`src/rtl/core_ctrl.sv`:
```
// Pass sequencer for computing_core: weight load, credit-throttled window issue, psum drain.
// Optional watchdog on WLOAD/DRAIN enabled by defining CORE_CTRL_WATCHDOG_EN.
module core_ctrl #(
  parameter int WIDTH       = 8,
  parameter int CNT_W       = 8,
  parameter int FIFO_DEPTH  = 4,
  parameter int WDOG_CYCLES = 64
) (
  input  logic             clk,
  input  logic             rst,
  input  logic             start,
  input  logic [CNT_W-1:0] num_win,
  output logic             busy,
  output logic             done,
  output logic             err,
  output logic             weight_load,
  input  logic             weight_load_done,
  input  logic             act_valid,
  output logic             activate_ready,
  input  logic             out_psum_vld,
  input  logic             psum_pop
);

  if (WIDTH < 1 || CNT_W < 1 || FIFO_DEPTH < 1 || FIFO_DEPTH > (1 << CNT_W) - 1 ||
      WDOG_CYCLES < 2) begin : g_param_check
    $error("core_ctrl: illegal parameter combination");
  end

  typedef enum logic [2:0] {
    S_IDLE,
    S_WLOAD,
    S_STREAM,
    S_DRAIN,
    S_DONE
  } state_t;

  localparam logic [CNT_W-1:0] CREDIT_MAX = CNT_W'(FIFO_DEPTH);
  localparam logic [CNT_W-1:0] ONE        = CNT_W'(1);

  state_t           state_q, state_d;
  logic [CNT_W-1:0] num_win_q;
  logic [CNT_W-1:0] issue_cnt;
  logic [CNT_W-1:0] recv_cnt;
  logic [CNT_W-1:0] credits;
  logic             err_q;

  logic             start_ok;
  logic             issue;
  logic             psum_ok;
  logic             psum_bad;
  logic             pop_bad;
  logic             last_issue;
  logic             last_recv;
  logic             wdog_hit;
  logic             wdog_trip;

  // Event decode; everything here is a function of registered state plus the live inputs.
  always_comb begin
    start_ok   = (state_q == S_IDLE) && start;
    issue      = (state_q == S_STREAM) && act_valid && (credits != '0) &&
                 (issue_cnt != num_win_q);
    psum_ok    = out_psum_vld && ((state_q == S_STREAM) || (state_q == S_DRAIN)) &&
                 (recv_cnt != issue_cnt);
    psum_bad   = out_psum_vld && !psum_ok;
    // A pop paired with an issue is a credit swap, never an overflow.
    pop_bad    = psum_pop && !issue && (credits == CREDIT_MAX);
    last_issue = issue && ((issue_cnt + ONE) == num_win_q);
    // Looking one psum ahead lets done follow the final psum by a single cycle.
    last_recv  = (recv_cnt == num_win_q) || (psum_ok && ((recv_cnt + ONE) == num_win_q));
  end

  always_comb begin
    // NOTE: every signal written here gets a default first so no path can infer a latch.
    state_d   = state_q;
    wdog_trip = 1'b0;
    case (state_q)
      S_IDLE: begin
        if (start_ok) state_d = (num_win == '0) ? S_DONE : S_WLOAD;
      end
      S_WLOAD: begin
        if (weight_load_done) begin
          state_d = S_STREAM;
        end else if (wdog_hit) begin
          state_d   = S_DONE;
          wdog_trip = 1'b1;
        end
      end
      S_STREAM: begin
        if (last_issue) state_d = S_DRAIN;
      end
      S_DRAIN: begin
        if (last_recv) begin
          state_d = S_DONE;
        end else if (wdog_hit) begin
          state_d   = S_DONE;
          wdog_trip = 1'b1;
        end
      end
      S_DONE:  state_d = S_IDLE;
      default: state_d = S_IDLE;
    endcase
  end

  // NOTE: sequential state uses non-blocking assignments so every register samples pre-edge values.
  always_ff @(posedge clk) begin
    if (rst) begin
      state_q   <= S_IDLE;
      num_win_q <= '0;
      issue_cnt <= '0;
      recv_cnt  <= '0;
      credits   <= CREDIT_MAX;
      err_q     <= 1'b0;
    end else begin
      state_q <= state_d;

      if (start_ok) begin
        err_q <= 1'b0;
      end else if (psum_bad || pop_bad || wdog_trip) begin
        err_q <= 1'b1;
      end

      if (start_ok && (num_win != '0)) begin
        num_win_q <= num_win;
        issue_cnt <= '0;
        recv_cnt  <= '0;
        credits   <= CREDIT_MAX;
      end else begin
        if (issue)   issue_cnt <= issue_cnt + ONE;
        if (psum_ok) recv_cnt  <= recv_cnt + ONE;
        // Credits move only when exactly one of issue/pop happens; overflow pops are dropped.
        if (issue && !psum_pop) begin
          credits <= credits - ONE;
        end else if (!issue && psum_pop && (credits != CREDIT_MAX)) begin
          credits <= credits + ONE;
        end
      end
    end
  end

`ifdef CORE_CTRL_WATCHDOG_EN
  localparam int WDOG_W = $clog2(WDOG_CYCLES + 1);

  logic [WDOG_W-1:0] wdog_cnt;
  logic              wdog_run;

  assign wdog_run = (state_q == S_WLOAD) || (state_q == S_DRAIN);
  assign wdog_hit = wdog_run && (wdog_cnt == WDOG_W'(WDOG_CYCLES - 1));

  // Any sign of progress, or leaving the waiting state, restarts the count.
  always_ff @(posedge clk) begin
    if (rst || !wdog_run || (state_d != state_q) || weight_load_done || out_psum_vld) begin
      wdog_cnt <= '0;
    end else begin
      wdog_cnt <= wdog_cnt + WDOG_W'(1);
    end
  end
`else
  assign wdog_hit = 1'b0;
`endif

  assign busy           = (state_q != S_IDLE);
  assign done           = (state_q == S_DONE);
  assign weight_load    = (state_q == S_WLOAD);
  assign activate_ready = issue;
  assign err            = err_q;

endmodule

```
`config.mk`:
```
export PLATFORM = sky130hd
export DESIGN_NAME = core_ctrl
export DESIGN_NICKNAME = d
export VERILOG_FILES = /design/src/rtl/core_ctrl.sv
export SDC_FILE = /design/constraint.sdc
export NUM_CORES = 1
export LEC_CHECK = 0
export BUFFER_PORTS_ARGS = -buffer_cell sky130_fd_sc_hd__buf_4
export CORE_AREA = 2 2 83 85
export DETAILED_ROUTE_END_ITERATION = 8
export DIE_AREA = 0 0 85 87
export GPL_TIMING_DRIVEN = 0
export PLACE_DENSITY = 0.58
export SYNTH_ARGS = -nofsm -noshare
export SYNTH_HDL_FRONTEND = slang
export SYNTH_SLANG_ARGS = --single-unit
```
`constraint.sdc`:
```
create_clock -name clk -period 5.5 [get_ports clk]
set_input_delay 0.275 -clock clk [delete_from_list [all_inputs] [get_ports clk]]
set_output_delay 0.275 -clock clk [all_outputs]
set_load 0.01 [all_outputs]
```
==> flow_metrics.py <==
metrics = {
    "pwr": {
        "power_density_nw_per_um2": 210,
        "ir_drop_mv": 0.0904,
        "power_uw": 596,
        "leakage_nw": 1.17,
    },
    "grt": {
        "antenna_found_initial": 0,
        "gr-usage-all-layers": 0.169,
        "grt_max_degree": 11,
        "grt_pass1_wl_mm": 10.2,
        "grt_pass1_vias": 2085,
        "grt_remaining_overflow": 0,
    },
    "cts": {
        "cts_buffers": 5,
        "worstSkewPairLatency_ps": 280,
        "cts_tree": "done",
        "cts.repair.resized": 0,
        "post_cts_buffers": 0,
        "cts_buffer_depth": 2,
        "cts_root_buffer": "clkbuf_8",
        "cts_sinks": 36,
        "cts_hold_buf": 0,
        "h-tree-depth": 2,
        "path_clk_slew_ps": 70,
    },
    "setup_path": {
        "required_ps": 5720,
        "cp_max_fo": 10,
        "cp-start-kind": "register",
        "r2r_cells": 12,
        "setup.worst_path.class": "register to register",
        "endpoint_kind": "register",
        "cp_data_arrival_time_ps": 3810,
    },
    "synthesis": {
        "synth.avg_cell_area_sq_um": 8.52,
        "netlist_instances": 294,
        "synth.distinct_cells": 63,
        "synth-edff-count": 0,
        "netlist_area_sq_um": 2500,
        "ys_async_sr_fraction": 0,
        "ys.flop_type": "dfxtp_1",
        "yosys_warnings": 0,
        "yosysSeqAreaShare": 0.288,
        "synth_fp_nets": 318,
        "synth-seq-cells": 36,
    },
    "finish": {
        "num_antenna_cells": 0,
        "stdcell_area_sq_um": 2840,
        "final_cell_mix": "dfxtp_1 (36), nor2_1 (31), xnor2_1 (25), xor2_1 (25), buf_4 (21)",
        "drive_above_1_share": 0.169,
        "multi_input_comb_area_sq_um": 1650,
        "num-fill-cells": 665,
        "layout_commonest_cell": "dfxtp_1",
        "finalNonFillerCells": 400,
        "utilization": 0.433,
        "nets": 344,
        "register_area_sq_um": 721,
        "syn_to_final_growth_pct": 13.5,
    },
    "detailed_routing": {
        "drt-pass1-iter-count": 4,
        "num_vias": 2154,
        "wl_per_cell_um": 14.7,
        "routed_wirelength_mm": 5.89,
        "ant_nets": 0,
        "viasPerCell": 5.39,
        "drt_iter0_drc": 123,
        "post-route-drc-count": 0,
    },
    "floorplan": {
        "initial_core_util": 0.381,
        "die_h_um": 87,
        "io_pins": 20,
        "rows": 30,
        "die-area_sq_um": 7400,
        "core_region_area_sq_um": 6570,
        "die_x_um": 85,
    },
    "placed_design": {
        "io_buffers": 19,
        "gp_congestion": 0.853,
        "post-place-ws_ps": 1920,
        "dp.cells": 393,
        "placed_area_sq_um": 2750,
        "dp_hpwl_mm": 4.54,
    },
    "timing": {
        "setup_tns_ps": 0,
        "final.setup.worst_slack_ps": 1910,
        "max_slew_margin": 0.593,
        "rsz0062_at_grt": "false",
        "setup_violations": 0,
        "tightest_slew_ps": 609,
        "max_freq_mhz": 279,
        "post-route-period-util": 0.652,
        "fin_skew_ps": 3.90,
        "hold_viol": 0,
        "whs_ps": 240,
        "drv_slew": 0,
        "post-route-min-period_ps": 3590,
    },
    "status": {
        "status": "complete, no violations",
    },
    "run": {
        "drv_cap": 0,
    },
    "min_path": {
        "holdPathStages": 3,
        "hold_path.class": "input port to register",
    },
}
Yosys cell counts (9+ instances only):
cell type / n / area share
buf_2: 9 / 0.018
dfxtp_1: 36 / 0.29
inv_1: 10 / 0.015
mux2i_1: 9 / 0.036
nand2_1: 14 / 0.021
nand3_1: 13 / 0.026
nand4_1: 13 / 0.032
nor2_1: 31 / 0.046
o21ai_0: 10 / 0.020
xnor2_1: 25 / 0.087
xor2_1: 25 / 0.087
worst max-delay path, stage by stage (launching register included):
cell,delay [ps]
dfxtp_1,330
clkbuf_1,290
xnor2_1,190
nand4_1,180
o211ai_1,270
clkinv_1,330
ha_1,390
a21o_1,190
a211o_1,310
a2111oi_0,510
nor2_1,160
o31a_1,300
nand3_1,70
worst paths after layout:
| path | startpoint | to | slack [ps] |
|---|---|---|---|
| max reg2reg | issue_cnt[0] | credits[7] | 1910 |
| max | issue_cnt[0] | credits[7] | 1910 |
| min reg2reg | credits[5] | credits[5] | 490 |
| min | num_win[1] | num_win_q[1] | 240 |
registers in the layout (all words and copies together), names as in the netlist:
name	cells
credits	8
issue_cnt	8
num_win_q	8
recv_cnt	8
state_q	3
err	1
metal layers:
layer / vias up / track usage / wire (um)
li1: 1099 / - / -
met1: 1010 / 0.224 / 2770
met2: 36 / 0.278 / 2830
met4: 0 / 0.0548 / 96
met5: - / 0 / 0
met3: 9 / 0.0303 / 189
power by group:
part,switching [mW],internal (mW)
clock,0.0898,0.112
sequential,0.00798,0.269
combinational,0.0658,0.0517
cells by family (layout without fill, tap and decap cells):
family / count (synthesis) / count (layout) / share of synthesized area
AO/OA/AOI/OAI: 49 / 49 / 0.155
XOR/XNOR: 50 / 50 / 0.175
adder cells (fa/ha/maj): 9 / 9 / 0.0480
buffers and inverters: 29 / 55 / 0.0540
flip-flops: 36 / 36 / 0.288
multiplexers: 9 / 9 / 0.0360
AND/OR/NAND/NOR: 112 / 112 / 0.244
area by class of cell:
class	instances	share of cell area
Buffer	17	0.0317
Clock buffer	7	0.0339
Inverter	12	0.0158
Multi-Input combinational cell	229	0.580
Sequential cell	36	0.254
Tap cell	80	0.0352
Timing Repair Buffer	19	0.0502
(Power assumes the default switching activity.)
